## config.mk

```make
export PLATFORM = sky130hd
export DESIGN_NAME = aliens_formation_ctrl
export DESIGN_NICKNAME = d
export VERILOG_FILES = /design/src/rtl/aliens_formation_pkg.sv /design/src/rtl/aliens_formation_ctrl_extent.sv /design/src/rtl/aliens_formation_ctrl.sv
export SDC_FILE = /design/constraint.sdc
export NUM_CORES = 1
export LEC_CHECK = 0
export ABC_AREA = 1
export BUFFER_PORTS_ARGS = -buffer_cell sky130_fd_sc_hd__buf_4
export CORE_AREA = 10 10 113 190
export CTS_CLUSTER_SIZE = 25
export DETAILED_ROUTE_END_ITERATION = 8
export DIE_AREA = 0 0 123 200
export HOLD_SLACK_MARGIN = 0.15
export MAX_ROUTING_LAYER = met4
export PLACE_DENSITY = 0.48
export SETUP_SLACK_MARGIN = 0.1
export SKIP_CTS_REPAIR_TIMING = 1
export SLEW_MARGIN = 5
export SYNTH_ARGS = -nofsm -noshare
export SYNTH_HDL_FRONTEND = slang
export SYNTH_HIERARCHICAL = 1
export SYNTH_SLANG_ARGS = --single-unit
```

## constraint.sdc

```tcl
create_clock -name clk -period 4.9 [get_ports clk]
set_input_delay 0.49 -clock clk [delete_from_list [all_inputs] [get_ports clk]]
set_output_delay 0.49 -clock clk [all_outputs]
set_load 0.005 [all_outputs]
```

## src/rtl/aliens_formation_pkg.sv

```systemverilog
// Shared definitions for the alien formation sequencer.
// Holds the default playfield geometry, the colour codes used by the
// render logic, the sequencer state encoding and the Length() helper.
package aliens_formation_pkg;

  localparam int DEF_ALIENS_WIDTH  = 20;
  localparam int DEF_ALIENS_HEIGHT = 10;
  localparam int DEF_X_MIN         = 0;
  localparam int DEF_X_MAX         = 639;
  localparam int DEF_Y_LIMIT       = 440;

  typedef enum logic [2:0] {
    BACKGROUND = 3'd0,
    ALIENS0    = 3'd1,
    ALIENS1    = 3'd2,
    ALIENS2    = 3'd3,
    ALIENS3    = 3'd4
  } colour_t;

  typedef enum logic [1:0] {
    IDLE = 2'd0,
    RUN  = 2'd1,
    DONE = 2'd2
  } state_t;

  // Number of bits needed to hold the values 0..n-1 (never less than one).
  function automatic int Length(input int n);
    int bits = 1;
    while ((1 << bits) < n) bits = bits + 1;
    return bits;
  endfunction

endpackage

```

## src/rtl/aliens_formation_ctrl_extent.sv

```systemverilog
// Combinational extent finder for the alien grid.
// Ports:
//   i_alive     alive mask, bit i*NB_COL+j
//   o_jmin      lowest column holding a live alien
//   o_jmax      highest column holding a live alien
//   o_imax      highest row holding a live alien
//   o_any_alive at least one alien is alive
// With an empty mask the indices read as zero.
module aliens_extent
  import aliens_formation_pkg::*;
#(
  parameter int NB_COL = 6,
  parameter int NB_LIN = 4
) (
  input  logic [NB_LIN*NB_COL-1:0]  i_alive,
  output logic [Length(NB_COL)-1:0] o_jmin,
  output logic [Length(NB_COL)-1:0] o_jmax,
  output logic [Length(NB_LIN)-1:0] o_imax,
  output logic                      o_any_alive
);

  localparam int COL_W = Length(NB_COL);
  localparam int LIN_W = Length(NB_LIN);

  logic [NB_COL-1:0] w_colAny;
  logic [NB_LIN-1:0] w_rowAny;

  // Collapse the mask into per-column and per-row occupancy flags.
  always_comb begin
    w_colAny = '0;
    w_rowAny = '0;
    for (int i = 0; i < NB_LIN; i++) begin
      for (int j = 0; j < NB_COL; j++) begin
        if (i_alive[i*NB_COL+j]) begin
          w_colAny[j] = 1'b1;
          w_rowAny[i] = 1'b1;
        end
      end
    end
  end

  // Scan downwards for the lowest column, upwards for the highest ones.
  always_comb begin
    o_jmin = '0;
    o_jmax = '0;
    o_imax = '0;
    for (int j = NB_COL - 1; j >= 0; j--) begin
      if (w_colAny[j]) o_jmin = COL_W'(j);
    end
    for (int j = 0; j < NB_COL; j++) begin
      if (w_colAny[j]) o_jmax = COL_W'(j);
    end
    for (int i = 0; i < NB_LIN; i++) begin
      if (w_rowAny[i]) o_imax = LIN_W'(i);
    end
  end

  assign o_any_alive = |w_colAny;

endmodule

```

## src/rtl/aliens_formation_ctrl.sv

```systemverilog
// Alien formation sequencer: owns the formation origin, the alive mask and
// the march direction; steps the grid on frame ticks, descends and reverses
// at the screen edges, clears aliens on hits and speeds up as they die.
// Ports:
//   clk, reset      clock, asynchronous active-high reset
//   i_start         pulse: reload formation and run
//   i_frame_tick    pulse per video frame
//   i_hit_valid     pulse: alien i_hit_index destroyed
//   i_hit_index     alien index i*NB_COL+j
//   o_x_alien       centre x of alien (0,0), signed
//   o_y_alien       centre y of alien (0,0)
//   o_alive         alive mask
//   o_dir_left      1 = marching left
//   o_move_pulse    pulse alongside every step or descent
//   o_wave_clear    pulse when the last alien dies
//   o_invaded       sticky, formation reached the invasion line
module aliens_formation_ctrl
  import aliens_formation_pkg::*;
#(
  parameter int NB_COL        = 6,
  parameter int NB_LIN        = 4,
  parameter int ALIENS_WIDTH  = DEF_ALIENS_WIDTH,
  parameter int ALIENS_HEIGHT = DEF_ALIENS_HEIGHT,
  parameter int STEP_H        = 4,
  parameter int STEP_V        = 10,
  parameter int X_INIT        = 40,
  parameter int Y_INIT        = 40,
  parameter int X_MIN         = DEF_X_MIN,
  parameter int X_MAX         = DEF_X_MAX,
  parameter int Y_LIMIT       = DEF_Y_LIMIT,
  parameter int MOVE_FRAMES   = 30,
  parameter int MIN_FRAMES    = 4
) (
  input  logic                              clk,
  input  logic                              reset,
  input  logic                              i_start,
  input  logic                              i_frame_tick,
  input  logic                              i_hit_valid,
  input  logic [Length(NB_LIN*NB_COL)-1:0]  i_hit_index,
  output logic signed [9:0]                 o_x_alien,
  output logic [9:0]                        o_y_alien,
  output logic [NB_LIN*NB_COL-1:0]          o_alive,
  output logic                              o_dir_left,
  output logic                              o_move_pulse,
  output logic                              o_wave_clear,
  output logic                              o_invaded
);

  localparam int NB_ALIENS = NB_LIN * NB_COL;
  localparam int COL_W     = Length(NB_COL);
  localparam int LIN_W     = Length(NB_LIN);
  localparam int CNT_W     = Length(MOVE_FRAMES);
  localparam int KILL_W    = Length(NB_ALIENS + 1);

  state_t                 r_state, w_stateNext;
  logic signed [9:0]      r_xAlien, w_xNext;
  logic [9:0]             r_yAlien, w_yNext;
  logic [NB_ALIENS-1:0]   r_alive, w_aliveNext;
  logic                   r_dirLeft, w_dirNext;
  logic                   r_movePulse, w_movePulseNext;
  logic                   r_waveClear, w_waveClearNext;
  logic                   r_invaded, w_invadedNext;
  logic [CNT_W-1:0]       r_frameCnt, w_frameCntNext;
  logic [KILL_W-1:0]      r_kills, w_killsNext;

  logic [COL_W-1:0]       w_jmin, w_jmax;
  logic [LIN_W-1:0]       w_imax;
  logic                   w_anyAlive;
  logic signed [11:0]     w_leftEdge, w_rightEdge, w_bottom;
  logic [NB_ALIENS-1:0]   w_hitMask;
  logic                   w_hitOk, w_lastKill, w_descend;
  int                     w_period;

  aliens_extent #(
    .NB_COL (NB_COL),
    .NB_LIN (NB_LIN)
  ) u_extent (
    .i_alive     (r_alive),
    .o_jmin      (w_jmin),
    .o_jmax      (w_jmax),
    .o_imax      (w_imax),
    .o_any_alive (w_anyAlive)
  );

  // Edges come from the registered mask, so a same-cycle hit never
  // changes the geometry the move decision is based on.
  assign w_leftEdge  = 12'(r_xAlien) - 12'(ALIENS_WIDTH / 2)
                     + 12'(2 * ALIENS_WIDTH * int'(w_jmin));
  assign w_rightEdge = 12'(r_xAlien) + 12'(ALIENS_WIDTH / 2)
                     + 12'(2 * ALIENS_WIDTH * int'(w_jmax));
  assign w_bottom    = $signed({2'b00, r_yAlien}) + 12'(ALIENS_HEIGHT / 2)
                     + 12'(2 * ALIENS_HEIGHT * int'(w_imax));

  // Indices beyond the grid shift the bit out and leave an empty mask.
  assign w_hitMask = NB_ALIENS'(1) << i_hit_index;

  // Next-state and next-output logic; start overrides hits and ticks.
  always_comb begin
    w_stateNext     = r_state;
    w_xNext         = r_xAlien;
    w_yNext         = r_yAlien;
    w_aliveNext     = r_alive;
    w_dirNext       = r_dirLeft;
    w_movePulseNext = 1'b0;
    w_waveClearNext = 1'b0;
    w_invadedNext   = r_invaded;
    w_frameCntNext  = r_frameCnt;
    w_killsNext     = r_kills;
    w_hitOk         = 1'b0;
    w_lastKill      = 1'b0;
    w_descend       = 1'b0;

    w_period = MOVE_FRAMES - int'(r_kills);
    if (w_period < MIN_FRAMES) w_period = MIN_FRAMES;

    if (i_start) begin
      w_stateNext    = RUN;
      w_xNext        = 10'(X_INIT);
      w_yNext        = 10'(Y_INIT);
      w_aliveNext    = '1;
      w_dirNext      = 1'b0;
      w_invadedNext  = 1'b0;
      w_frameCntNext = '0;
      w_killsNext    = '0;
    end else if (r_state == RUN) begin
      w_hitOk = i_hit_valid && |(r_alive & w_hitMask);
      if (w_hitOk) begin
        w_aliveNext = r_alive & ~w_hitMask;
        if (int'(r_kills) < NB_ALIENS) w_killsNext = r_kills + KILL_W'(1);
      end
      w_lastKill = w_hitOk && (w_aliveNext == '0);

      if (w_lastKill) begin
        w_waveClearNext = 1'b1;
        w_stateNext     = DONE;
      end else if (i_frame_tick && w_anyAlive) begin
        if (int'(r_frameCnt) + 1 >= w_period) begin
          w_frameCntNext  = '0;
          w_movePulseNext = 1'b1;
          if (!r_dirLeft) begin
            if (w_rightEdge + 12'(STEP_H) > 12'(X_MAX)) begin
              w_descend = 1'b1;
              w_dirNext = 1'b1;
            end else begin
              w_xNext = r_xAlien + 10'(STEP_H);
            end
          end else begin
            if (w_leftEdge - 12'(STEP_H) < 12'(X_MIN)) begin
              w_descend = 1'b1;
              w_dirNext = 1'b0;
            end else begin
              w_xNext = r_xAlien - 10'(STEP_H);
            end
          end
          if (w_descend) begin
            w_yNext = r_yAlien + 10'(STEP_V);
            if (w_bottom + 12'(STEP_V) >= 12'(Y_LIMIT)) begin
              w_invadedNext = 1'b1;
              w_stateNext   = DONE;
            end
          end
        end else begin
          w_frameCntNext = r_frameCnt + CNT_W'(1);
        end
      end
    end
  end

  // State and formation registers.
  always_ff @(posedge clk or posedge reset) begin
    if (reset) begin
      r_state     <= IDLE;
      r_xAlien    <= 10'(X_INIT);
      r_yAlien    <= 10'(Y_INIT);
      r_alive     <= '1;
      r_dirLeft   <= 1'b0;
      r_movePulse <= 1'b0;
      r_waveClear <= 1'b0;
      r_invaded   <= 1'b0;
      r_frameCnt  <= '0;
      r_kills     <= '0;
    end else begin
      r_state     <= w_stateNext;
      r_xAlien    <= w_xNext;
      r_yAlien    <= w_yNext;
      r_alive     <= w_aliveNext;
      r_dirLeft   <= w_dirNext;
      r_movePulse <= w_movePulseNext;
      r_waveClear <= w_waveClearNext;
      r_invaded   <= w_invadedNext;
      r_frameCnt  <= w_frameCntNext;
      r_kills     <= w_killsNext;
    end
  end

  assign o_x_alien    = r_xAlien;
  assign o_y_alien    = r_yAlien;
  assign o_alive      = r_alive;
  assign o_dir_left   = r_dirLeft;
  assign o_move_pulse = r_movePulse;
  assign o_wave_clear = r_waveClear;
  assign o_invaded    = r_invaded;

endmodule

```

Yosys cells after proc, flatten, opt, wreduce, memory -nomap -nowiden
Index checks and enable logic that the tools add are counted.

operators by class
  add/subtract/negate cells = 16
  $mul = 3
  $lt $le $gt $ge = 6
  equality and inequality tests = 4
  shift operators = 1
  muxes and demuxes = 122
  bitwise operators = 3
  reductions and logical operators = 24

operators by type and width
  kind                     count
  $mux W10                 14
  $mux W24                 5
  $mux W1                  74
  $and A24 B24 Y24         2
  $mux W5                  9
  $ge A7 B32 Y1            1
  $mux W32                 1
  $add A11 B10 Y12         2
  $logic_not A24 Y1        1
  $mux W3                  8
  $not A24 Y24             1
  $reduce_or A24 Y1        1
  $shl A1 B5 Y24 const A   1
  $mux W2                  11
  $add A10 B4 Y10 const B  2
  $reduce_bool A2 Y1       7
  $add A11 B7 Y12          1
  $add A12 B4 Y12 const B  1
  $add A12 B5 Y12 const B  1
  $ge A12 B10 Y1 const B   1
  $gt A12 B11 Y1 const B   1
  $lt A12 B1 Y1 const B    1
  $mul A3 B3 Y6 const A    2
  $reduce_and A6 Y1        2
  other kinds (20)         29

word-level totals
  register bits after elaboration = 60
  bits of input ports = 10

Logic depth before layout (Yosys ltp)
  depth in word-level cells = 27
  depth in mapped cells = 28
  depth with buffers taken out = 28

Modules after synthesis
The synthesis kept the hierarchy.

by module, submodules not included
  module                 instances  cells an instance  area an instance (sq um)
  aliens_formation_ctrl  1          729                5102.4
  aliens_extent          1          55                 260.2

Least setup slack after synthesis
Ideal clock, no wire load.

  kind = register -> register
  start point = register r_alive[8], in the netlist o_alive[8]
  end point = register r_xAlien[9], in the netlist o_x_alien[9]
  library setup time = 0.068 ns
  data arrival time = 3.510 ns
  setup slack = 1.321 ns
  stages on the path, launching flop included = 27
  path buffers = 0
  cells stage by stage = dfstp_2 > inv_1 > nand2_1 > nor3_4 > nand2_1 > nand2_1 > nand2_1 > nand2_1 > ha_1 > ha_1 > ha_1 > ha_1 > a21oi_1 > o21ai_0 > a21boi_0 > inv_1 > nand2_1 > nand2_1 > nand2_1 > nand2_1 > o211ai_1 > nand2_1 > nor2_1 > clkinv_1 > nand3_4 > nand2_1 > nand2_1

on the way
  longest elaborated chain between the ends = 13

ends and longest elaborated chain
  item                         line                                source
  start, declared              aliens_formation_ctrl.sv:58         logic [NB_ALIENS-1:0] r_alive, w_aliveNext;
  start signal, assigned       aliens_formation_ctrl.sv:186        r_alive <= w_aliveNext;
  $mux W1 (3 in series)        aliens_formation_ctrl_extent.sv:34  if (i_alive[i*NB_COL+j]) begin
  $mux W2 (2 in series)        aliens_formation_ctrl_extent.sv:51  if (w_colAny[j]) o_jmax = COL_W'(j);
  $mux W3 (2 in series)        aliens_formation_ctrl_extent.sv:51
  net w_jmax[0]                aliens_formation_ctrl.sv:66         logic [COL_W-1:0] w_jmin, w_jmax;
  $mul A3 B3 Y6                aliens_formation_ctrl.sv:90         + 12'(2 * ALIENS_WIDTH * int'(w_jmax));
  $add A11 B10 Y12             aliens_formation_ctrl.sv:90
  $add A12 B4 Y12              aliens_formation_ctrl.sv:141        if (w_rightEdge + 12'(STEP_H) > 12'(X_MAX)) begin
  $gt A12 B11 Y1               aliens_formation_ctrl.sv:141
  $ne A3 B3 Y1 (no line)       n/a
  $reduce_and A6 Y1 (no line)  n/a
  end signal, assigned         aliens_formation_ctrl.sv:173        r_xAlien <= 10'(X_INIT);
  end signal, assigned         aliens_formation_ctrl.sv:184        r_xAlien <= w_xNext;
  end, declared                aliens_formation_ctrl.sv:56         logic signed [9:0] r_xAlien, w_xNext;

The timed path passes the listed nets, and every way through them passes these cells. The select of a mux whose other input is x is not followed.
A chain may end at the register's enable or synchronous reset.

Worst setup path in the final report
  start point = register r_alive[1], in the netlist o_alive[1]
  end point = register r_xAlien[2], in the netlist o_x_alien[2]

on the way
  longest elaborated chain between the ends = 15

ends and longest elaborated chain
  item                         line
  $mux W1 (4 in series)        aliens_formation_ctrl_extent.sv:34
  $mux W1                      aliens_formation_ctrl_extent.sv:51
  $mux W2 (2 in series)        aliens_formation_ctrl_extent.sv:51
  $mux W3 (2 in series)        aliens_formation_ctrl_extent.sv:51
  net w_jmax[0]                aliens_formation_ctrl.sv:66
  $mul A3 B3 Y6                aliens_formation_ctrl.sv:90
  $add A11 B10 Y12             aliens_formation_ctrl.sv:90
  $add A12 B4 Y12              aliens_formation_ctrl.sv:141
  $gt A12 B11 Y1               aliens_formation_ctrl.sv:141
  $ne A3 B3 Y1 (no line)       n/a
  $reduce_and A6 Y1 (no line)  n/a

The timed path passes the listed nets, and every way through them passes these cells. The select of a mux whose other input is x is not followed.

==> metrics.md <==
| Metric | Value |
|---|---|
| Outcome | `complete, no violations` |
| Syn_area_per_cell | `around 6.8 sq um` |
| Num rows | `65` |
| Synth cell count leaders | `211 x nand2_1, 118 x inv_1, 80 x nor2_1, 58 x ha_1, 49 x nand3_1` |
| Final Max Tran Viols | `0` |
| WS Path Type | `register to register` |
| HPWL after DPL | `13270 um` |
| WP buf/inv | `2` |
| Die X | `approximately 120 um` |
| Cell Count, Final, Fillers Out | `1074` |
| Top cell type's share of synthesized area | `between 10% and 20%` |
| Skew final | `9.229 ps` |
| Most common cell in the netlist | `nand2_1` |
| Initial antenna violation count | `0` |
| VDD IR max | `between 0.15 and 0.2 mV` |
| Worst Path Required | `5170 ps` |
| Post-Syn Area | `about 5400 sq um` |
| Largest cells by area after synthesis | `nand2_1 15%, dfstp_2 14%, dfrtp_1 14%, ha_1 14%, inv_1 8.3%` |
| Post-route ant nets | `0` |
| Vias | `just over 5000` |
| Vias in the first global route | `just over 5000` |
| CP Launch Type | `register` |
| Per-cell routed wire length | `15.66 um` |
| Period utilization | `between 80% and 90%` |
| Fraction of layout cells with a size suffix above 1 | `around 17%` |
| CTS H-tree depth | `3` |
| Final nets | `905` |
| First-pass GRT wire length | `approximately 27000 um` |
| Via-per-instance ratio | `4.774` |
| Tmin final | `~4000 ps` |
| Total core area | `18140 sq um` |
| FF-to-FF setup slack | `920 ps` |
| Setup TNS Final | `0 ps` |
| First-iteration detailed-routing DRC count | `approximately 240` |
| GP Congestion | `around 0.9` |
| Detailed Routing Iterations Pass 1 | `5` |
| Layout area overhead | `16.40%` |
| # DRC | `0` |
| Number of flops mapped to enable cells by yosys | `0` |
| Max Buffers Root-to-Sink | `2` |
| Crit path DAT | `about 4300 ps` |
| Clock tree sinks | `57` |
| Cells after synthesis | `just under 800` |
| Distinct cells, synth | `51` |
| Skew-Pair Late Insertion Delay | `340 ps` |
| Synthesis Warnings | `6` |
| RSZ-0062 raised after global routing | `false` |
| Pwr/cell area | `approximately 390 nW/um^2` |
| CP peak stage delay | `390 ps` |
| Critical-path top delay cell | `dfstp_2` |
| Overall Power | `roughly 0.0024 W` |
| Delay-heaviest family, CP | `simple AND/OR/NAND/NOR gates` |
| DP Area | `~6000 sq um` |
| Ys flop type | `dfrtp_1` |
| Crit-path max FO | `9` |
| Hold Fails Final Rpt | `0` |
| Design Area, Final | `~6200 sq um` |
| Die Ht | `roughly 200 um` |
| HP Class | `input port to asynchronous set/reset pin` |
| CTS tree | `built` |
| Pin count of the biggest net entering global routing | `34` |
| Number of synthesized register bits | `57` |
| Largest area contributor in the netlist | `nand2_1` |
| Post-Place Cells | `about 1100` |
| Routed WL | `~17000 um` |
| Number of port buffers | `54` |
| Number of diodes | `0` |
| Clock-pin slew on the worst setup and hold paths | `roughly 60 ps` |
| Worst setup EP type | `register` |
| Max-slew headroom | `between 50% and 60%` |
| Root buffer cell | `clkbuf_16` |
| Most frequent cell on the critical path | `nand2_1` |
| LEAKAGE | `3.356 nW` |
| Grt ovf | `0` |
| # IOs | `58` |
| Async set-reset flop share out of synthesis | `100.0%` |
| Setup violators final | `0` |
| Fraction of the yosys area taken by sequential cells | `between 20% and 30%` |
| Fmax | `251.0 MHz` |
| Worst-Margin Slew | `roughly 750 ps` |
| TritonCTS Buffers | `9` |
| Initial Util | `slightly below 30%` |
| Overall die area | `24600 sq um` |
| Maxcap violations | `0` |
| Overall routing resource usage | `between 10% and 20%` |
## sequential cells by signal (all words and copies together), names as in the netlist
signal	count
o_invaded	1
o_wave_clear	1
o_x_alien	8
o_y_alien	9
r_frameCnt	5
o_alive	24
r_kills	5
r_state	2
o_move_pulse	1
o_dir_left	1
## report_power, final
group          switching, W  total (W)  leakage (nW)  internal (W)
Sequential         0.000131   0.000692         0.684      0.000560
Combinational      0.000658    0.00111          2.53      0.000456
Clock              0.000238   0.000606         0.139      0.000368
Total               0.00103    0.00241          3.36       0.00138
## metrics by stage
stage / hold slack (ps) / utilization (%) / setup slack [ps]
2_1_floorplan: 442.2 / - / 1321
3_3_place_gp: 457.5 / 32.90 / 1013
4_1_cts: 306.1 / 34.42 / 872.0
5_1_grt: 332.2 / 34.42 / 453.3
3_5_place_dp: 467.2 / 32.90 / 906.4
6_report: 272.9 / 34.42 / 915.4
## kinds of logic (layout without fill, tap and decap cells)
family                   after synthesis  count (layout)  share of synthesized area (%)
XOR/XNOR                              13              13                          2.123
AO/OA/AOI/OAI                         96              96                          10.20
adder cells (fa/ha/maj)               60              60                          14.28
flip-flops                            57              57                          27.25
buffers and inverters                149             203                          11.41
AND/OR/NAND/NOR                      407             407                          34.60
other                                  2               4                         0.1400
## final timing paths
| path | depth (start not counted) | startpoint | end |
|---|---|---|---|
| worst min register to register | 2 | r_state[0] | r_state[0] |
| worst max-delay path | 25 | o_alive[1] | o_x_alien[2] |
| min in group clk | 2 | r_state[0] | r_state[0] |
| worst max register to register | 25 | o_alive[1] | o_x_alien[2] |
| worst min-delay path | 2 | reset | o_y_alien[1] |
| max in group asynchronous | 3 | reset | o_alive[22] |
## final cells by class
class | instances | area [sq um]
fill | 1977 | 11890
sequential | 57 | 1461
multi-input combinational | 580 | 3297
tap | 234 | 292.8
inverter | 130 | 488.0
timing repair buffer | 57 | 427.9
clock buffer | 13 | 260.3
clock inverter | 3 | 15.01
## routing by layer
layer / wire length, um / track usage [%]
met5: 0 / -
met2: 9275 / 26.64
met3: 552 / 2.335
met1: 6533 / 14.99
met4: 460 / 5.370
## placed cells by master (no fill, tap or decap), drive strengths merged
cell type  count
buf           57
o211ai         7
ha            58
nor4           2
a211oi         1
dfrtp         29
conb           4
a21o           2
nand2        215
o22ai          5
nor3b          1
a31oi          2
o32ai          1
nand3b         3
o21a           1
and2           3
a21oi         41
nand4         19
clkbuf        13
inv          128
nand3         55
xnor2          2
dfstp         28
fa             2
o2111ai        1
clkinv         5
o21bai         3
o21ai         26
nor2          92
o31ai          2
nor3          16
a21boi         4
or2            1
xor2          11
(Power assumes the default switching activity.)
